--- src/rtl/ysyx_22040895_exu_ctrl_pkg.sv ---
// Shared definitions for the execute-stage sequencer: datapath width, timeout default,
// FSM state encoding, access size codes and the alignment helper.
package ysyx_22040895_exu_ctrl_pkg;

  localparam int XLEN             = 64;
  localparam int TIMEOUT_CYC_DEF  = 255;

  typedef enum logic [1:0] {
    ST_IDLE     = 2'd0,
    ST_MEM_REQ  = 2'd1,
    ST_MEM_WAIT = 2'd2,
    ST_WB       = 2'd3
  } state_t;

  typedef enum logic [1:0] {
    SZ_B = 2'd0,
    SZ_H = 2'd1,
    SZ_W = 2'd2,
    SZ_D = 2'd3
  } size_t;

  // An access is aligned when the byte offset is a multiple of its size in bytes.
  function automatic logic misaligned(input logic [2:0] off, input logic [1:0] size);
    logic [2:0] m;
    case (size)
      SZ_B:    m = 3'b000;
      SZ_H:    m = 3'b001;
      SZ_W:    m = 3'b011;
      default: m = 3'b111;
    endcase
    return |(off & m);
  endfunction

endpackage

--- src/rtl/ysyx_22040895_exu_ctrl_if.sv ---
// Bundle of the three handshakes around the sequencer: IDU/EXU packet in, memory
// request/response, writeback packet out, plus the sticky error flag.
interface ysyx_22040895_exu_ctrl_if;
  import ysyx_22040895_exu_ctrl_pkg::*;

  // Every channel is valid/ready: a transfer happens on a rising edge where both are 1;
  // the sender keeps valid and its payload stable until that edge. mem_rsp_valid is a
  // one-cycle pulse with no back-pressure.
  logic            in_valid;
  logic            in_ready;
  logic [XLEN-1:0] in_pc;
  logic [XLEN-1:0] in_result;
  logic [XLEN-1:0] in_mdata;
  logic            in_ld;
  logic            in_st;
  logic [1:0]      in_size;
  logic            in_unsigned;
  logic [4:0]      in_rd;
  logic            in_rd_we;
  logic            in_jump;
  logic [XLEN-1:0] in_dnpc;

  logic            mem_req_valid;
  logic            mem_req_ready;
  logic            mem_req_we;
  logic [XLEN-1:0] mem_req_addr;
  logic [XLEN-1:0] mem_req_wdata;
  logic [7:0]      mem_req_wmask;
  logic            mem_rsp_valid;
  logic [XLEN-1:0] mem_rsp_rdata;

  logic            wb_valid;
  logic            wb_ready;
  logic [XLEN-1:0] wb_pc;
  logic [XLEN-1:0] wb_npc;
  logic [4:0]      wb_rd;
  logic            wb_we;
  logic [XLEN-1:0] wb_data;

  logic            err;

  // slave: the sequencer itself; master: the surrounding pipeline, memory and WBU.
  modport slave (
    input  in_valid, in_pc, in_result, in_mdata, in_ld, in_st, in_size, in_unsigned,
           in_rd, in_rd_we, in_jump, in_dnpc,
           mem_req_ready, mem_rsp_valid, mem_rsp_rdata, wb_ready,
    output in_ready, mem_req_valid, mem_req_we, mem_req_addr, mem_req_wdata, mem_req_wmask,
           wb_valid, wb_pc, wb_npc, wb_rd, wb_we, wb_data, err
  );

  modport master (
    output in_valid, in_pc, in_result, in_mdata, in_ld, in_st, in_size, in_unsigned,
           in_rd, in_rd_we, in_jump, in_dnpc,
           mem_req_ready, mem_rsp_valid, mem_rsp_rdata, wb_ready,
    input  in_ready, mem_req_valid, mem_req_we, mem_req_addr, mem_req_wdata, mem_req_wmask,
           wb_valid, wb_pc, wb_npc, wb_rd, wb_we, wb_data, err
  );

endinterface

--- src/rtl/ysyx_22040895_lsu_align.sv ---
// Combinational byte-lane logic: store data/strobe placement within the 64-bit word and
// load data extraction with zero/sign extension.
module ysyx_22040895_lsu_align
  import ysyx_22040895_exu_ctrl_pkg::*;
(
  input  logic [2:0]      st_off,
  input  logic [1:0]      st_size,
  input  logic [XLEN-1:0] st_data,
  output logic [XLEN-1:0] st_wdata,
  output logic [7:0]      st_wmask,
  input  logic [XLEN-1:0] ld_rdata,
  input  logic [2:0]      ld_off,
  input  logic [1:0]      ld_size,
  input  logic            ld_unsigned,
  output logic [XLEN-1:0] ld_data
);

  logic [7:0]      base_mask;
  logic [XLEN-1:0] ld_sh;

  always_comb begin
    case (st_size)
      SZ_B:    base_mask = 8'h01;
      SZ_H:    base_mask = 8'h03;
      SZ_W:    base_mask = 8'h0F;
      default: base_mask = 8'hFF;
    endcase
    st_wmask = base_mask << st_off;
    st_wdata = st_data << {st_off, 3'b000};
  end

  always_comb begin
    ld_sh = ld_rdata >> {ld_off, 3'b000};
    case (ld_size)
      SZ_B: ld_data = ld_unsigned ? {{(XLEN-8){1'b0}}, ld_sh[7:0]}
                                  : {{(XLEN-8){ld_sh[7]}}, ld_sh[7:0]};
      SZ_H: ld_data = ld_unsigned ? {{(XLEN-16){1'b0}}, ld_sh[15:0]}
                                  : {{(XLEN-16){ld_sh[15]}}, ld_sh[15:0]};
      SZ_W: ld_data = ld_unsigned ? {{(XLEN-32){1'b0}}, ld_sh[31:0]}
                                  : {{(XLEN-32){ld_sh[31]}}, ld_sh[31:0]};
      default: ld_data = ld_sh;
    endcase
  end

endmodule

--- src/rtl/ysyx_22040895_exu_ctrl.sv ---
// Execute-stage sequencer: takes one packet per handshake, runs the memory access for
// loads/stores with a response timeout, and presents one writeback packet to WBU.
module ysyx_22040895_exu_ctrl
  import ysyx_22040895_exu_ctrl_pkg::*;
#(
  parameter int TIMEOUT_CYC = TIMEOUT_CYC_DEF
) (
  input  logic                     clk,
  input  logic                     rst,
  ysyx_22040895_exu_ctrl_if.slave  bus,
  output state_t                   dbg_state
);

  localparam int CW = $clog2(TIMEOUT_CYC + 1);

  state_t          state;
  logic [CW-1:0]   cnt;
  logic            err_q;

  logic [XLEN-1:0] pc_q;
  logic [XLEN-1:0] npc_q;
  logic [XLEN-1:0] data_q;
  logic [4:0]      rd_q;
  logic            we_q;
  logic            rd_we_q;
  logic            is_st_q;
  logic [2:0]      off_q;
  logic [1:0]      size_q;
  logic            uns_q;

  logic            req_we_q;
  logic [XLEN-1:0] req_addr_q;
  logic [XLEN-1:0] req_wdata_q;
  logic [7:0]      req_wmask_q;

  logic [XLEN-1:0] st_wdata;
  logic [7:0]      st_wmask;
  logic [XLEN-1:0] ld_data;
  logic            in_mem;
  logic            in_wr;

  assign in_mem = bus.in_ld | bus.in_st;
  assign in_wr  = bus.in_rd_we & (bus.in_rd != 5'd0);

  // Store lanes come from the live inputs at accept; load extraction uses the latched
  // offset/size against the response word.
  ysyx_22040895_lsu_align u_align (
    .st_off      (bus.in_result[2:0]),
    .st_size     (bus.in_size),
    .st_data     (bus.in_mdata),
    .st_wdata    (st_wdata),
    .st_wmask    (st_wmask),
    .ld_rdata    (bus.mem_rsp_rdata),
    .ld_off      (off_q),
    .ld_size     (size_q),
    .ld_unsigned (uns_q),
    .ld_data     (ld_data)
  );

  always_ff @(posedge clk or negedge rst) begin
    if (!rst) begin
      state       <= ST_IDLE;
      cnt         <= '0;
      err_q       <= 1'b0;
      pc_q        <= '0;
      npc_q       <= '0;
      data_q      <= '0;
      rd_q        <= '0;
      we_q        <= 1'b0;
      rd_we_q     <= 1'b0;
      is_st_q     <= 1'b0;
      off_q       <= '0;
      size_q      <= '0;
      uns_q       <= 1'b0;
      req_we_q    <= 1'b0;
      req_addr_q  <= '0;
      req_wdata_q <= '0;
      req_wmask_q <= '0;
    end else begin
      case (state)
        ST_IDLE: begin
          if (bus.in_valid) begin
            pc_q    <= bus.in_pc;
            npc_q   <= bus.in_jump ? bus.in_dnpc : bus.in_pc + XLEN'(4);
            rd_q    <= bus.in_rd;
            rd_we_q <= in_wr;
            is_st_q <= bus.in_st;
            off_q   <= bus.in_result[2:0];
            size_q  <= bus.in_size;
            uns_q   <= bus.in_unsigned;
            if (!in_mem) begin
              data_q <= bus.in_result;
              we_q   <= in_wr;
              state  <= ST_WB;
            end else if (misaligned(bus.in_result[2:0], bus.in_size)) begin
              // Faulting access never reaches memory; it retires as a no-write packet.
              data_q <= '0;
              we_q   <= 1'b0;
              err_q  <= 1'b1;
              state  <= ST_WB;
            end else begin
              data_q      <= '0;
              we_q        <= 1'b0;
              req_we_q    <= bus.in_st;
              req_addr_q  <= {bus.in_result[XLEN-1:3], 3'b000};
              req_wdata_q <= st_wdata;
              req_wmask_q <= st_wmask;
              state       <= ST_MEM_REQ;
            end
          end
        end

        ST_MEM_REQ: begin
          if (bus.mem_req_ready) begin
            cnt <= '0;
            if (bus.mem_rsp_valid) begin
              data_q <= is_st_q ? '0 : ld_data;
              we_q   <= ~is_st_q & rd_we_q;
              state  <= ST_WB;
            end else begin
              state <= ST_MEM_WAIT;
            end
          end
        end

        ST_MEM_WAIT: begin
          if (bus.mem_rsp_valid) begin
            data_q <= is_st_q ? '0 : ld_data;
            we_q   <= ~is_st_q & rd_we_q;
            state  <= ST_WB;
          end else if (cnt == CW'(TIMEOUT_CYC)) begin
            // Give up on the response; anything arriving later is dropped outside this state.
            data_q <= '0;
            we_q   <= 1'b0;
            err_q  <= 1'b1;
            state  <= ST_WB;
          end else begin
            cnt <= cnt + CW'(1);
          end
        end

        ST_WB: begin
          if (bus.wb_ready) state <= ST_IDLE;
        end

        default: state <= ST_IDLE;
      endcase
    end
  end

  assign bus.in_ready      = (state == ST_IDLE);
  assign bus.mem_req_valid = (state == ST_MEM_REQ);
  assign bus.mem_req_we    = req_we_q;
  assign bus.mem_req_addr  = req_addr_q;
  assign bus.mem_req_wdata = req_wdata_q;
  assign bus.mem_req_wmask = req_wmask_q;
  assign bus.wb_valid      = (state == ST_WB);
  assign bus.wb_pc         = pc_q;
  assign bus.wb_npc        = npc_q;
  assign bus.wb_rd         = rd_q;
  assign bus.wb_we         = we_q;
  assign bus.wb_data       = data_q;
  assign bus.err           = err_q;
  assign dbg_state         = state;

endmodule

--- src/flat_wrapper.sv ---
// flat-port wrapper written by rule: the top's interface ports become plain ports
module ysyx_22040895_exu_ctrl_flat import ysyx_22040895_exu_ctrl_pkg::*;
#(
  parameter int TIMEOUT_CYC = TIMEOUT_CYC_DEF
)
  (clk, rst, dbg_state, bus_in_valid, bus_in_pc, bus_in_result, bus_in_mdata, bus_in_ld, bus_in_st, bus_in_size, bus_in_unsigned, bus_in_rd, bus_in_rd_we, bus_in_jump, bus_in_dnpc, bus_mem_req_ready, bus_mem_rsp_valid, bus_mem_rsp_rdata, bus_wb_ready, bus_in_ready, bus_mem_req_valid, bus_mem_req_we, bus_mem_req_addr, bus_mem_req_wdata, bus_mem_req_wmask, bus_wb_valid, bus_wb_pc, bus_wb_npc, bus_wb_rd, bus_wb_we, bus_wb_data, bus_err);
  ysyx_22040895_exu_ctrl_if bus_i ();
  input  logic clk;
  input  logic rst;
  output state_t dbg_state;
  input wire logic [$bits(bus_i.in_valid)-1:0] bus_in_valid;
  input wire logic [$bits(bus_i.in_pc)-1:0] bus_in_pc;
  input wire logic [$bits(bus_i.in_result)-1:0] bus_in_result;
  input wire logic [$bits(bus_i.in_mdata)-1:0] bus_in_mdata;
  input wire logic [$bits(bus_i.in_ld)-1:0] bus_in_ld;
  input wire logic [$bits(bus_i.in_st)-1:0] bus_in_st;
  input wire logic [$bits(bus_i.in_size)-1:0] bus_in_size;
  input wire logic [$bits(bus_i.in_unsigned)-1:0] bus_in_unsigned;
  input wire logic [$bits(bus_i.in_rd)-1:0] bus_in_rd;
  input wire logic [$bits(bus_i.in_rd_we)-1:0] bus_in_rd_we;
  input wire logic [$bits(bus_i.in_jump)-1:0] bus_in_jump;
  input wire logic [$bits(bus_i.in_dnpc)-1:0] bus_in_dnpc;
  input wire logic [$bits(bus_i.mem_req_ready)-1:0] bus_mem_req_ready;
  input wire logic [$bits(bus_i.mem_rsp_valid)-1:0] bus_mem_rsp_valid;
  input wire logic [$bits(bus_i.mem_rsp_rdata)-1:0] bus_mem_rsp_rdata;
  input wire logic [$bits(bus_i.wb_ready)-1:0] bus_wb_ready;
  output wire logic [$bits(bus_i.in_ready)-1:0] bus_in_ready;
  output wire logic [$bits(bus_i.mem_req_valid)-1:0] bus_mem_req_valid;
  output wire logic [$bits(bus_i.mem_req_we)-1:0] bus_mem_req_we;
  output wire logic [$bits(bus_i.mem_req_addr)-1:0] bus_mem_req_addr;
  output wire logic [$bits(bus_i.mem_req_wdata)-1:0] bus_mem_req_wdata;
  output wire logic [$bits(bus_i.mem_req_wmask)-1:0] bus_mem_req_wmask;
  output wire logic [$bits(bus_i.wb_valid)-1:0] bus_wb_valid;
  output wire logic [$bits(bus_i.wb_pc)-1:0] bus_wb_pc;
  output wire logic [$bits(bus_i.wb_npc)-1:0] bus_wb_npc;
  output wire logic [$bits(bus_i.wb_rd)-1:0] bus_wb_rd;
  output wire logic [$bits(bus_i.wb_we)-1:0] bus_wb_we;
  output wire logic [$bits(bus_i.wb_data)-1:0] bus_wb_data;
  output wire logic [$bits(bus_i.err)-1:0] bus_err;
  assign bus_i.in_valid = bus_in_valid;
  assign bus_i.in_pc = bus_in_pc;
  assign bus_i.in_result = bus_in_result;
  assign bus_i.in_mdata = bus_in_mdata;
  assign bus_i.in_ld = bus_in_ld;
  assign bus_i.in_st = bus_in_st;
  assign bus_i.in_size = bus_in_size;
  assign bus_i.in_unsigned = bus_in_unsigned;
  assign bus_i.in_rd = bus_in_rd;
  assign bus_i.in_rd_we = bus_in_rd_we;
  assign bus_i.in_jump = bus_in_jump;
  assign bus_i.in_dnpc = bus_in_dnpc;
  assign bus_i.mem_req_ready = bus_mem_req_ready;
  assign bus_i.mem_rsp_valid = bus_mem_rsp_valid;
  assign bus_i.mem_rsp_rdata = bus_mem_rsp_rdata;
  assign bus_i.wb_ready = bus_wb_ready;
  assign bus_in_ready = bus_i.in_ready;
  assign bus_mem_req_valid = bus_i.mem_req_valid;
  assign bus_mem_req_we = bus_i.mem_req_we;
  assign bus_mem_req_addr = bus_i.mem_req_addr;
  assign bus_mem_req_wdata = bus_i.mem_req_wdata;
  assign bus_mem_req_wmask = bus_i.mem_req_wmask;
  assign bus_wb_valid = bus_i.wb_valid;
  assign bus_wb_pc = bus_i.wb_pc;
  assign bus_wb_npc = bus_i.wb_npc;
  assign bus_wb_rd = bus_i.wb_rd;
  assign bus_wb_we = bus_i.wb_we;
  assign bus_wb_data = bus_i.wb_data;
  assign bus_err = bus_i.err;
  ysyx_22040895_exu_ctrl #(.TIMEOUT_CYC(TIMEOUT_CYC)) u_core (.clk(clk), .rst(rst), .bus(bus_i), .dbg_state(dbg_state));
endmodule
--- config.mk ---
export PLATFORM = sky130hd
export DESIGN_NAME = ysyx_22040895_exu_ctrl_flat
export DESIGN_NICKNAME = d
export VERILOG_FILES = /design/src/rtl/ysyx_22040895_exu_ctrl_pkg.sv /design/src/rtl/ysyx_22040895_exu_ctrl_if.sv /design/src/rtl/ysyx_22040895_lsu_align.sv /design/src/rtl/ysyx_22040895_exu_ctrl.sv /design/src/flat_wrapper.sv
export SDC_FILE = /design/constraint.sdc
export NUM_CORES = 1
export LEC_CHECK = 0
export CAP_MARGIN = 20
export CORE_AREA = 2 2 266 268
export CTS_BUF_LIST = sky130_fd_sc_hd__clkbuf_16
export DETAILED_ROUTE_END_ITERATION = 16
export DIE_AREA = 0 0 268 270
export GPL_ROUTABILITY_DRIVEN = 0
export SLEW_MARGIN = 20
export SYNTH_ARGS = -nofsm -noshare
export SYNTH_HDL_FRONTEND = slang
export SYNTH_SLANG_ARGS = --single-unit
--- constraint.sdc ---
create_clock -name clk -period 2.25 [get_ports clk]
set_input_delay 0.3375 -clock clk [delete_from_list [all_inputs] [get_ports clk]]
set_output_delay 0.3375 -clock clk [all_outputs]
set_load 0.01 [all_outputs]
# Word level (Yosys, flattened, before mapping)
# Index checks and enable logic that the tools add are counted.
# W data, S select, Z words.
# totals
out_inout_bits,341
reg_bits,351
# op_classes
muxes,44
n_addsub,2
n_shift,3
n_reduce_logical,14
n_eq_ne,18
bitwise,6
# ops
operator,n
$mux W64,11
$pmux W64 S3,2
$add A64 B3 Y64 const B,1
$shl A64 B6 Y64,1
$shr A64 B6 Y64,1
$mux W8,3
$pmux W8 S3,1
$pmux W8 S2,1
$mux W2,7
$mux W1,12
$ne A2 B2 Y1 const B,6
$reduce_and A4 Y1,3
$mux W3,3
$pmux W3 S3,1
$add A8 B1 Y8 const B,1
$eq A2 B2 Y1 const B,4
$eq A8 B8 Y1 const B,1
$pmux W2 S4,1
$shl A8 B3 Y8,1
$eq A2 B1 Y1 const B,3
$logic_not A2 Y1,3
$ne A2 B1 Y1 const B,3
$reduce_and A6 Y1,1
$reduce_and A5 Y1,1
12 further kinds,15

# Logic depth before layout (Yosys ltp)
# Gate-level depths: netlist of the first run.
# logic_depth
word_depth,11
mapped_depth,10
mapped_depth_nobuf,8

# Modules after synthesis
# A second synthesis of the first run with hierarchy kept.
# unflattened
cells_unflattened,1997
area_unflattened_um2,19655.1
# by_module_without_submodules
mod,n_inst,seq_area_each_um2,cells_each,area_per_inst_um2
ysyx_22040895_exu_ctrl,1,8783.4,1492,15484.9
ysyx_22040895_lsu_align,1,0.0,505,4170.2

# Worst setup path before layout of the first run
# Ideal clock, no wire load.
# synth_timing
path_kind,reg-to-reg
start,"register u_core.state[0], in the netlist u_core.dbg_state[0]"
end,"register u_core.data_q[24], in the netlist u_core.bus.wb_data[24]"
t_arrival_ps,2369
setup_slack_ps,-260
period_less_slack_ps,2510
stages_incl_launch_ff,10
path_buffers,2
setup_ps,141
t_required_ps,2109
path_cell_list,dfrtp_1 -> inv_1 -> ha_1 -> nor2b_1 -> a211o_1 -> or2_2 -> clkbuf_1 -> a21oi_1 -> buf_2 -> a221oi_1
# synth_via
elab_chain_len,3
elab_cells_between_ends,10
# synth_rtl
element,line,source
from (decl),ysyx_22040895_exu_ctrl.sv:16,state_t state;
from (signal assigned),ysyx_22040895_exu_ctrl.sv:62,state <= ST_IDLE;
from (signal assigned),ysyx_22040895_exu_ctrl.sv:94,state <= ST_WB;
from (signal assigned),ysyx_22040895_exu_ctrl.sv:100,state <= ST_WB;
$logic_not A2 Y1 (*),n/a,
via bus_in_ready,flat_wrapper.sv:27,output wire logic [$bits(bus_i.in_ready)-1:0] bus_in_ready;
$ne A2 B2 Y1 (no source line) or $reduce_bool A3 Y1 (tied branches),n/a,
$reduce_and A5 Y1 (no source line),n/a,
to (signal assigned),ysyx_22040895_exu_ctrl.sv:92,data_q <= bus.in_result;
to (signal assigned),ysyx_22040895_exu_ctrl.sv:117,data_q <= is_st_q ? '0 : ld_data;
to (signal assigned),ysyx_22040895_exu_ctrl.sv:128,data_q <= is_st_q ? '0 : ld_data;
to (decl),ysyx_22040895_exu_ctrl.sv:22,logic [XLEN-1:0] data_q;
# Mark *: on every way through the listed nets, which the timed path passes. The rest lies on a longest branch.
# A chain may end at the register's enable or synchronous reset.

# Worst setup path in the final report of the first run
# layout_timing
start,register u_core.off_q[1]
end,"register u_core.data_q[41], in the netlist u_core.bus.wb_data[41]"
# layout_via
elab_chain_len,7
elab_cells_between_ends,10
# layout_rtl
element,line,source
from (decl),ysyx_22040895_exu_ctrl.sv:27,logic [2:0] off_q;
from (signal assigned),ysyx_22040895_exu_ctrl.sv:88,off_q <= bus.in_result[2:0];
$shr A64 B6 Y64 (*),ysyx_22040895_lsu_align.sv:33,"ld_sh = ld_rdata >> {ld_off, 3'b000};"
"$mux W64, on equally long branches","ysyx_22040895_lsu_align.sv:39, ysyx_22040895_lsu_align.sv:35, ysyx_22040895_lsu_align.sv:37",
$pmux W64 S3 (*),ysyx_22040895_lsu_align.sv:34,case (ld_size)
$mux W64 (*),"ysyx_22040895_exu_ctrl.sv:117, ysyx_22040895_exu_ctrl.sv:128",
$mux W64,ysyx_22040895_exu_ctrl.sv:116,if (bus.mem_rsp_valid) begin
$mux W64,ysyx_22040895_exu_ctrl.sv:114,if (bus.mem_req_ready) begin
$pmux W64 S3 (*),ysyx_22040895_exu_ctrl.sv:80,case (state)
# Every way passes the cells marked *; elsewhere a longest branch is shown, timed or not. The select of a mux whose other input is x is not followed.

==> key figures, run 1 <==
Synthesis
  • Post-synthesis cell count: 2094
  • Post-synthesis mux area share: a little over an eighth
  • Avg Cell Area, Syn: between 9 and 10 um2
  • Synthesized area: around 19000 um2
  • Synth cell types: 70
  • Largest family of logic cells by synthesized area: simple AND/OR/NAND/NOR gates
  • Register bit count reported by yosys: ~350
  • Post-Synth Simple-Gate Area: between 10% and 20%
  • Post-Synth XOR/XNOR Area: roughly 2.5%
  • Post-synth EDFFs: 0
  • Warnings from Yosys: 0
  • Compound-gate portion of the synthesized area: 15.42%
  • Adder-cell share of the synthesized area: less than 1%
  • Sequential share of the synthesized area: 45.92%
  • Async S/R FF share, synth: between 90% and 100%
  • Top_reg_cell synth: dfrtp_1

Place
  • Place WS: -0.6639 ns
  • # port buffers: around 680
  • Detailed Place HPWL: 67.25 mm
  • Placed Instances: roughly 3800
  • Placed Area: approximately 29000 um2

Floorplan
  • Die H: ~270 um
  • Initial Utilization: 27.51%
  • # rows: 97
  • Core area: approximately 70000 um2
  • Die width: 268 um
  • Die area: 72360 um2
  • # IOs: slightly below 700

Global routing
  • Vias in the first global route: 20130
  • Initial antenna violation count: 13
  • Total global routing overflow: 0
  • First-pass GRT wire length: around 130 mm
  • Largest net degree at the start of global routing: around 70
  • GR Util All Layers: approximately 23%

STA
  • Max_slew headroom: between 40% and 50%
  • Fmax: 410.0 MHz
  • Period utilization: 108.4%
  • Slew Viols, Final: 0
  • Endpoints failing hold: 0
  • Final count of negative-setup-slack endpoints: 36
  • RSZ-0062 raised after global routing: true
  • Period minus WS final: about 2.4 ns
  • Clock skew: approximately 0.012 ns
  • Fin worst setup slack: -0.1892 ns
  • Worst-margin pin slew: 0.8221 ns

Power
  • Sw frac: 38.20%
  • Design Power: about 40 mW
  • Max VDD drop: 0.6538 mV
  • Sw Pwr: between 10 and 15 mW
  • Combinational Power Share: between 50 and 60%
  • Internal power: ~24 mW
  • P_leak: 13.13 nW
  • Clock share of power: about a fifth
  • Power density cells: approximately 1300 nW/um2
  • Seq pwr share: approximately 29%

CTS
  • Clk sinks: between 300 and 400
  • H-Tree Depth: 2
  • Maximum clock path buffer count: 3
  • CTS tree: built
  • Clk_lat worst skew: 0.57 ns
  • Clk Tree Root Cell: clkbuf_16
  • Reg clk slew, reported paths: 0.06 ns
  • Num CTS Buffers: between 40 and 50

Drt
  • TritonRoute pass-1 iters: 6
  • Post-DRT Antenna Nets: 0
  • DR vias/cell: approximately 5.1
  • Iteration-0 DRC Markers: roughly 1700
  • Wire per inst: 22.26 um
  • Drc violations: 0
  • Routed vias: around 20000
  • Final wirelength: roughly 87 mm

Critical path
  • Crit Path Max Fanout: 8
  • Worst setup EP type: register
  • Worst r2r path cells: 8
  • Kind of critical path: reg2reg
  • CP required: between 2 and 3 ns
  • WP data arrival: 2.88 ns
  • CP Launch Type: register

Layout
  • Fraction of layout cells with a size suffix above 1: approximately a fifth
  • Final Cell Area: roughly 31000 um2
  • Layout Utilization: between 40 and 50%
  • Post-Layout Cell Count: ~3900
  • Area Growth Syn to Fin: 60.78%
  • Nets@finish: around 3300
  • FILL cells: roughly 6600

Hold path
  • Hold WC Path Type: in2reg
  • Hold Path Depth: 3

Run status
  • Status: complete, but fails checks
  • Failing checks: negative setup slack

Job
  • Max-cap violations: 0
-- state kept, by name, summed over array words and instances, names as in the netlist --
| signal | cells |
|---|---|
| u_core.bus.err | 1 |
| u_core.bus.wb_npc | 64 |
| u_core.uns_q | 1 |
| u_core.off_q | 3 |
| u_core.bus.mem_req_wdata | 64 |
| u_core.bus.mem_req_wmask | 8 |
| u_core.rd_we_q | 1 |
| u_core.size_q | 2 |
| u_core.is_st_q | 1 |
| u_core.bus.mem_req_addr | 61 |
| u_core.bus.wb_pc | 64 |
| u_core.bus.wb_data | 64 |
| u_core.bus.wb_rd | 5 |
| u_core.dbg_state | 2 |
| u_core.cnt | 8 |
| u_core.bus.mem_req_we | 1 |
| u_core.bus.wb_we | 1 |
-- worst paths after layout --
| path | endpoint | start | slack, ns |
|---|---|---|---|
| worst max-delay path | u_core.bus.wb_data[41] | u_core.off_q[1] | -0.19 |
| worst min-delay path | u_core.off_q[0] | bus_in_result[0] | 0.12 |
| worst max register to register | u_core.bus.wb_data[41] | u_core.off_q[1] | -0.19 |
| worst min register to register | u_core.bus.wb_pc[2] | u_core.bus.wb_pc[2] | 0.47 |
| max in group asynchronous | u_core.bus.wb_data[9] | rst | 1.21 |
| min in group asynchronous | u_core.bus.wb_pc[62] | rst | 0.30 |
-- per-stage QoR --
stage | TNS [ns] | hold WS (ns)
2_1_floorplan | 0 | 0.04191
3_3_place_gp | -42.79 | 0.3206
3_5_place_dp | -47.18 | 0.3211
4_1_cts | -2.566 | 0.07332
5_1_grt | -7.790 | 0.1100
6_report | -5.538 | 0.1184
-- per-layer routing --
metal  track usage, %  vias up  share of wire, %
li1                 -     9102                 -
met1            28.57     9932                40
met2            39.26      885                49
met3            5.443      164               7.9
met4            7.939        6               3.3
met5                0        -             0.045
-- worst max-delay path, stage by stage, from the launching register on --
cell       delay, ns
dfrtp_2         0.48
mux2_4          0.32
mux4_2          0.53
nand2_4         0.11
a311oi_4        0.11
a311oi_4        0.30
buf_6           0.19
clkbuf_16       0.18
a211oi_2        0.07
-- synth_stat cells, drive strengths merged (2+ instances only) --
cell      n  area (um2)
nand3    41       210.2
nand2b    5       31.28
ha        6       75.07
xnor2    40       350.3
a21oi   138       690.7
a222oi   13       130.1
nand2   464        1744
mux2i    97       970.9
o21a      9       67.56
nand3b    5       37.54
mux2     92        1036
and4      6       52.55
o31ai    22       165.2
and3     21       131.4
a311oi    2       23.77
or2       5       31.28
nor3b     3       22.52
a21o      3       22.52
and2      5       31.28
buf      38       198.9
o22ai    24       150.1
nor3     31       222.7
nor2    172       645.6
or4       5       41.29
or3       2       12.51
a221oi   30       262.8
nand4    14       87.58
nor4     14       131.4
xor2     14       122.6
clkbuf  118       442.9
a31oi    19       118.9
a31o      7       61.31
or4b      2       20.02
mux4     24       540.5
inv      17       63.81
o211ai    3       22.52
dfrtp   351        8783
a211oi   43       322.8
o21ai   149       745.7
a22o      9       78.83
nor2b    16       100.1
-- cell usage in the layout (no fill, tap or decap), types with 39 or more instances in the layout --
cell type / synthesis / final
a21oi_1: 138 / 135
buf_4: 4 / 245
clkbuf_16: 0 / 49
clkdlybuf4s50_1: 0 / 665
dfrtp_1: 351 / 347
mux2_2: 92 / 89
mux2i_1: 97 / 95
nand2_1: 463 / 461
nand3_1: 40 / 39
nor2_1: 172 / 171
o21ai_0: 148 / 143
xnor2_1: 40 / 40
-- layout make-up --
type	instances	area [um2]	area share [%]
Inverter	17	63.81	0.2075
Clock inverter	37	309.0	1.005
Antenna cell	10	25.02	0.08136
Tap cell	940	1176	3.824
Clock buffer	46	1151	3.743
Sequential cell	351	8788	28.57
Multi-Input combinational cell	1572	10010	32.55
Timing Repair Buffer	954	9233	30.02
-- repair_timing --
| action | 4_1_cts | 5_1_grt |
|---|---|---|
| setup endpoints to repair | 67 | 64 |
| hold endpoints to repair | 29 | 0 |
| buffers inserted | 4 | 3 |
| resized for setup | 14 | 62 |
| gates cloned | 0 | 4 |
| pin swaps | 3 | 7 |
| hold buffers | 1 | 0 |
-- power groups by stage --
stage / combinational [mW] / clock, mW / sequential [mW]
4_1_cts: 19.5 / 7.44 / 11.2
5_1_grt: 22.1 / 7.69 / 11.5
3_3_place_gp: 19.1 / 0 / 11.1
3_5_place_dp: 19.4 / 0 / 11.2
2_1_floorplan: 7.57 / 0 / 12.1
6_report: 20.6 / 7.26 / 11.2
-- cell families (layout without fill, tap and decap cells) --
kind of cell | after synthesis | in the layout
buffers and inverters | 173 | 1054
other | 1 | 13
multiplexers | 213 | 213
AND/OR/NAND/NOR | 815 | 815
AO/OA/AOI/OAI | 481 | 481
XOR/XNOR | 54 | 54
adder cells (fa/ha/maj) | 6 | 6
flip-flops | 351 | 351
Note: power is estimated with default switching activity, not from simulation.
==> run 2, diff against run 1 <==
--- a/config.mk
+++ b/config.mk
@@ -5,9 +5,10 @@
 export SDC_FILE = /design/constraint.sdc
 export NUM_CORES = 1
 export LEC_CHECK = 0
-export CAP_MARGIN = 20
+export CAP_MARGIN = 15
 export CORE_AREA = 2 2 266 268
 export CTS_BUF_LIST = sky130_fd_sc_hd__clkbuf_16
+export CTS_CLUSTER_SIZE = 14
 export DETAILED_ROUTE_END_ITERATION = 16
 export DIE_AREA = 0 0 268 270
 export GPL_ROUTABILITY_DRIVEN = 0
==> constraint.sdc (replaced) <==
create_clock -name clk -period 2.9 [get_ports clk]
set_input_delay 0.435 -clock clk [delete_from_list [all_inputs] [get_ports clk]]
set_output_delay 0.435 -clock clk [all_outputs]
set_load 0.01 [all_outputs]
==> run 2 against run 1 <==
  * The run now ends clean
  * Non-clock buffer count decreased by 159
  * Setup slack better by 0.49 ns
  * Global-route usage barely moved
  * Count of clock-buffer cells in the layout is the same
  * Clock skew grew 0.011 ns
  * Critical endpoint is now bus_in_ready
  * Largest cell class unchanged
==> key figures, run 2 (same netlist as run 1, synthesis figures left out) <==
Global routing
  • GR Util All Layers: 23.12% (about the same)
  • Initial antenna violation count: 14 (+1)
  • Largest net degree at the start of global routing: 101 (+49%)
  • Vias in the first global route: 19510 (-3.1%)
  • Total global routing overflow: 0 (unchanged)
  • First-pass GRT wire length: 127.2 mm (-0.81%)

Drt
  • Iteration-0 DRC Markers: 1756 (+4.0%)
  • Drc violations: 0 (unchanged)
  • DR vias/cell: 5.101 (-0.28%)
  • Final wirelength: 86.61 mm (-0.91%)
  • Wire per inst: 22.99 um (+3.3%)
  • TritonRoute pass-1 iters: 10 (+4)
  • Post-DRT Antenna Nets: 0 (unchanged)
  • Routed vias: 19220 (-4.3%)

Run status
  • Status: completed

Critical path
  • Crit Path Max Fanout: 7 (-1)
  • CP Launch Type: register
  • RR Startpoint: u_core.dbg_state[1]
  • Max stage delay on crit path: 0.67 ns (+0.14 ns)
  • Kind of critical path: reg2out
  • Critical path's top delay family: buffers and inverters
  • Reg2reg setup slack: 0.30 ns (+0.49 ns)
  • Worst setup EP type: primary output
  • CP required: 2.47 ns (-0.22 ns)
  • CP Cell Sequence: inv_1 -> ha_1 -> buf_4 -> clkdlybuf4s50_1
  • Worst r2r path cells: 8 (unchanged)
  • Slowest library cell on the worst path: clkdlybuf4s50_1
  • WP data arrival: 2.16 ns (-0.72 ns)
  • Reg2reg end: u_core.bus.wb_data[33]
  • WP buf/inv: 3 (+1)

Floorplan
  • Core area: 69540 um2 (unchanged)
  • Die width: 268 um (unchanged)
  • Die H: 270 um (unchanged)
  • Initial Utilization: 27.51% (unchanged)
  • # IOs: 679 (unchanged)
  • Die area: 72360 um2 (unchanged)
  • # rows: 97 (unchanged)

Job
  • Max-cap violations: 0 (unchanged)

STA
  • Max_slew headroom: 42.55% (-2.4 points)
  • Slew Viols, Final: 0 (unchanged)
  • Endpoints failing hold: 0 (unchanged)
  • Fmax: between 300 and 400 MHz
  • RSZ-0062 raised after global routing: false
  • Final count of negative-setup-slack endpoints: 0 (-100%)
  • Period utilization: between 80% and 90%
  • Worst-margin pin slew: 0.8586 ns (+0.03652 ns)
  • Clock skew: 0.02252 ns (+0.01065 ns)
  • Period minus WS final: 2.599 ns
  • Fin Hold WS: 0.1145 ns (-0.003882 ns)

CTS
  • Maximum clock path buffer count: 3 (unchanged)
  • Clk_lat worst skew: 0.58 ns (about the same)
  • CTS tree: built
  • Cts repair resizes: 0 (-14)
  • H-Tree Depth: 2 (unchanged)
  • Clk Tree Root Cell: clkbuf_16
  • Clk sinks: 351 (unchanged)
  • Num CTS Buffers: 44 (-2.2%)
  • Reg clk slew, reported paths: 0.06 ns (about the same)

Hold path
  • Hold WC Path Type: in2reg
  • Hold path startpoint: bus_in_result[2]
  • Hold endpoint: u_core.bus.mem_req_wdata[29]
  • Hold Path Depth: 2 (-1)

Layout
  • Area Growth Syn to Fin: 51.42%
  • FILL cells: 6800 (+2.8%)
  • Commonest non-fill, non-tap cell in the layout: clkdlybuf4s50_1
  • Commonest non-fill, non-tap cells in the layout: clkdlybuf4s50_1 (670), nand2_1 (462), dfrtp_1 (349)
  • Multi-input logic area: 9698 um2 (-3.1%)
  • Fraction of layout cells with a size suffix above 1: 12.50% (-6.4 points)
  • Nets@finish: 3125 (-4.9%)
  • Register area: 8786 um2 (about the same)

Power
  • Design Power: 28.66 mW (-27%)
  • Power density cells: 989.4 nW/um2 (-22%)
  • Max VDD drop: 0.6111 mV (-6.5%)
  • P_leak: 12.15 nW (-7.5%)

Place
  • Detailed Place HPWL: 66.27 mm (-1.5%)
  • # port buffers: 675 (unchanged)
[run 2: changes by cell type in the layout (fill, tap and decap cells not counted), moves of 4 or more]
cell             previous run  this run
a211oi_1                   28        43
a211oi_2                   15         0
a221oi_1                   18        30
a221oi_2                   12         0
buf_12                     23        15
buf_4                     245       105
buf_6                       5         0
clkdlybuf4s50_1           665       670
clkinv_1                   12         7
dlygate4sd2_1               4         0
inv_1                      19        26
o21ai_0                   143       148
[run 2: worst register-to-register path, cell delays in order (launching register included)]
cell	delay, ns
dfrtp_1	0.45
inv_1	0.11
ha_1	0.27
a21oi_1	0.14
or3b_2	0.54
a311oi_1	0.44
a311oi_4	0.09
buf_12	0.20
a211oi_1	0.28
[run 2: per-stage QoR]
stage	setup WS, ns	cell area, um2	setup TNS [ns]	instances	utilization [%]
floorplan	0.3896	19140	0	2096	-
global placement	-0.1957	27550	-1.725	3674	39.61
detailed placement	-0.2044	27550	-2.107	3674	39.61
CTS	0.2403	28940	0	3757	41.62
global route	0.1116	28960	0	3766	41.65
finish	0.3012	28970	0	3767	41.65
[run 2: final cells by class]
type                       count  area share, %
antenna                       10        0.08639
clock buffer                  46          3.974
clock inverter                36         0.7991
inverter                      17         0.2203
multi-input combinational   1572          33.48
sequential                   351          30.33
tap                          940          4.060
timing repair buffer         795          27.05
[run 2: worst max path at each step]
stage	from	end	slack, ns	depth (start not counted)
detailed placement	bus_in_pc[3]	u_core.bus.wb_npc[32]	-0.20	10
global placement	bus_in_pc[2]	u_core.bus.wb_npc[32]	-0.20	10
global route	u_core.dbg_state[1]	u_core.bus.wb_data[32]	0.11	8
finish	u_core.dbg_state[0]	bus_in_ready	0.30	4
floorplan	u_core.dbg_state[0]	u_core.bus.wb_data[24]	0.39	9
CTS	u_core.dbg_state[0]	bus_in_ready	0.24	4
[run 2: routing by layer]
metal,wire length [um],global-route usage [%],vias up
li1,-,-,8793
met1,34180,28.34,9360
met3,7447,6.163,164
met4,3087,8.189,10
met5,69,0,-
met2,41840,38.88,890
[run 2: timing repair]
| item | in CTS | in global routing |
|---|---|---|
| setup buffers | 0 | 0 |
| hold buffers | 1 | 0 |
| endpoints found under the hold margin | 52 | 0 |
[run 2: power breakdown]
part           switching [mW]  total (mW)  internal (mW)  leakage, nW
clock                    2.31        5.35           3.05        0.723
sequential               1.49        8.68           7.20         4.40
combinational            7.37        14.6           7.25         7.03
total                    11.2        28.7           17.5         12.1
==> run 3, diff against run 2 <==
--- a/config.mk
+++ b/config.mk
@@ -12,6 +12,7 @@
 export DETAILED_ROUTE_END_ITERATION = 16
 export DIE_AREA = 0 0 268 270
 export GPL_ROUTABILITY_DRIVEN = 0
+export PLACE_DENSITY = 0.56
 export SLEW_MARGIN = 20
 export SYNTH_ARGS = -nofsm -noshare
 export SYNTH_HDL_FRONTEND = slang
==> run 3 against run 2 <==
  * Via count down 0.71%
  * Sequential share of layout area grew 0.059 points
  * Critical path depth decreased by 1
  * Power down 0.72%
  * Cell area fell by 0.19%
  * Maximum frequency decreased by 3.1%
  * Final cell count shrank 0.11%
  * First-iteration DRC count shrank 5.4%
  * Die area stayed put
  * Flip-flop and latch count did not move
  * Sequential power shrank 0.6%
  * Worst hold slack improved by 0.041 ns
  * Critical endpoint is now bus_mem_req_valid
  * Largest power group unchanged
==> key figures, run 3 (same netlist as run 1, synthesis figures left out) <==
Run status
  • Status: completed

Critical path
  • Worst setup EP type: primary output
  • CP Launch Type: register
  • Max stage delay on crit path: 0.81 ns (+0.14 ns)
  • Worst r2r path cells: 6 (-2)
  • Crit Path Max Fanout: 6 (-1)
  • Kind of critical path: reg2out
  • CP required: 2.47 ns (about the same)
  • Setup crit start: u_core.dbg_state[1]
  • Reg2reg setup slack: 0.26 ns (-0.04 ns)
  • CP Depth: 3 (-1)
  • WP data arrival: 2.25 ns (+0.09 ns)
  • Reg2reg end: u_core.bus.wb_data[21]
  • RR Startpoint: u_core.off_q[1]
  • Critical path's top delay family: buffers and inverters
  • WP buf/inv: 2 (-1)
  • Worst setup endpoint: bus_mem_req_valid
  • Slowest library cell on the worst path: clkdlybuf4s50_1
  • CP Cell Sequence: inv_1 -> ha_1 -> clkdlybuf4s50_1

Power
  • Sw frac: 38.67% (-0.26 points)
  • Combinational Power Share: 50.6% (-0.4 points)
  • Seq pwr share: 30.3% (about the same)
  • Max VDD drop: 0.6474 mV (+5.9%)
  • Power density cells: 984.2 nW/um2 (-0.53%)
  • Sw Pwr: 11.00 mW (-1.4%)
  • Clock share of power: 19.1% (+0.4 points)
  • Internal power: 17.45 mW (-0.29%)
  • P_leak: 12.12 nW (-0.26%)

Floorplan
  • # rows: 97 (unchanged)
  • Die H: 270 um (unchanged)
  • Core area: 69540 um2 (unchanged)
  • # IOs: 679 (unchanged)
  • Die width: 268 um (unchanged)
  • Die area: 72360 um2 (unchanged)
  • Initial Utilization: 27.51% (unchanged)

Layout
  • Fraction of layout cells with a size suffix above 1: 12.21% (-0.28 points)
  • Register area: 8786 um2 (unchanged)
  • Commonest non-fill, non-tap cell in the layout: clkdlybuf4s50_1
  • Nets@finish: 3118 (-0.22%)
  • Final Cell Area: 28910 um2 (-0.19%)
  • Multi-input logic area: 9703 um2 (about the same)
  • Commonest non-fill, non-tap cells in the layout: clkdlybuf4s50_1 (670), nand2_1 (462), dfrtp_1 (349)
  • FILL cells: 6852 (+0.76%)
  • Area Growth Syn to Fin: 51.13%
  • Post-Layout Cell Count: 3763 (-0.11%)

Global routing
  • First-pass GRT wire length: 127.3 mm (about the same)
  • Vias in the first global route: 19180 (-1.7%)
  • Total global routing overflow: 0 (unchanged)
  • Initial antenna violation count: 20 (+6)
  • Largest net degree at the start of global routing: 104 (+3.0%)
  • GR Util All Layers: 23.28% (+0.16 points)

Drt
  • Routed vias: 19080 (-0.71%)
  • Post-DRT Antenna Nets: 0 (unchanged)
  • Final wirelength: 86.76 mm (+0.16%)
  • Wire per inst: 23.06 um (+0.27%)
  • Iteration-0 DRC Markers: 1662 (-5.4%)
  • Drc violations: 0 (unchanged)
  • TritonRoute pass-1 iters: 10 (unchanged)
  • DR vias/cell: 5.071 (-0.60%)

STA
  • Max_slew headroom: 29.03% (-14 points)
  • RSZ-0062 raised after global routing: false
  • Endpoints failing hold: 0 (unchanged)
  • Slew Viols, Final: 0 (unchanged)
  • Period utilization: 92.46% (+2.8 points)
  • Fmax: 372.9 MHz (-3.1%)
  • Worst-margin pin slew: 1.056 ns (+0.1978 ns)
  • Period minus WS final: 2.681 ns (+0.08253 ns)
  • Clock skew: 0.03215 ns (+0.009629 ns)
  • Final count of negative-setup-slack endpoints: 0 (unchanged)

CTS
  • H-Tree Depth: 2 (unchanged)
  • Clk_lat worst skew: 0.59 ns (about the same)
  • Cts repair resizes: 0 (unchanged)
  • CTS tree: built
  • Maximum clock path buffer count: 3 (unchanged)
  • Num CTS Buffers: 45 (+2.3%)
  • Reg clk slew, reported paths: 0.06 ns (about the same)
  • Postcts setup bufs: 0 (unchanged)
  • Clk sinks: 351 (unchanged)
  • Clk Tree Root Cell: clkbuf_16

Place
  • Placed Instances: 3666 (-0.22%)
  • Placed Area: 27460 um2 (-0.31%)
  • Detailed Place HPWL: 66.31 mm (about the same)
  • # port buffers: 675 (unchanged)

Hold path
  • Hold WC Path Type: in2reg

Job
  • Max-cap violations: 0 (unchanged)
-- run 3: changes by cell type in the layout (fill, tap and decap cells not counted), sizes merged --
| cell | previous run | this run |
|---|---|---|
| diode | 10 | 14 |
| buf | 124 | 116 |
| clkinvlp | 2 | 5 |
| inv | 28 | 36 |
| clkbuf | 46 | 47 |
| clkinv | 21 | 9 |
-- run 3: worst min path at each step --
stage | startpoint | endpoint | slack (ns) | cells past startpoint
5_1_grt | bus_in_result[0] | u_core.off_q[0] | 0.14 | 3
3_5_place_dp | rst | u_core.bus.wb_npc[11] | 0.46 | 1
4_1_cts | bus_in_result[0] | u_core.off_q[0] | 0.11 | 3
3_3_place_gp | rst | u_core.bus.wb_npc[13] | 0.45 | 1
6_report | bus_in_result[0] | u_core.off_q[0] | 0.16 | 3
2_1_floorplan | rst | u_core.bus.err | 0.14 | 0
-- run 3: metrics by stage --
stage	setup TNS, ns	total power, mW	util (%)	hold WS [ns]	worst slack, ns
2_1_floorplan	0	15.12	-	0.1394	0.3896
3_3_place_gp	-0.7472	22.86	39.49	0.4505	-0.07714
3_5_place_dp	-1.333	23.08	39.49	0.4554	-0.1188
4_1_cts	0	28.72	41.51	0.1139	0.1663
5_1_grt	0	30.20	41.56	0.1440	0.05853
6_report	0	28.45	41.57	0.1553	0.2187
-- run 3: layout make-up --
cell class | instances | area share (%)
multi-input combinational | 1572 | 33.56
antenna | 14 | 0.1212
clock inverter | 35 | 0.7617
tap | 940 | 4.068
inverter | 17 | 0.2207
sequential | 351 | 30.39
timing repair buffer | 787 | 26.81
clock buffer | 47 | 4.068
-- run 3: routing by layer --
layer | routed length (um) | track usage [%]
met1 | 34700 | 28.82
met2 | 41660 | 38.44
met3 | 6893 | 5.945
met4 | 3412 | 9.541
met5 | 84 | 0
-- run 3: repair_timing --
| action | CTS | global route |
|---|---|---|
| endpoints found under the hold margin | 52 | 0 |
| hold buffers | 1 | 0 |
| setup endpoints to repair | 0 | 0 |
-- run 3: worst min-delay path: cells and delay by family --
kind                   cells  cell delay (ns)
buffers and inverters      1             0.16
AND/OR/NAND/NOR            2             0.11
-- run 3: power groups by stage --
stage / Sequential, mW / Combinational, mW / Clock, mW
2_1_floorplan: 9.39 / 5.73 / 0
3_3_place_gp: 8.61 / 14.2 / 0
3_5_place_dp: 8.66 / 14.4 / 0
4_1_cts: 8.63 / 14.5 / 5.61
5_1_grt: 8.91 / 15.5 / 5.83
6_report: 8.63 / 14.4 / 5.43
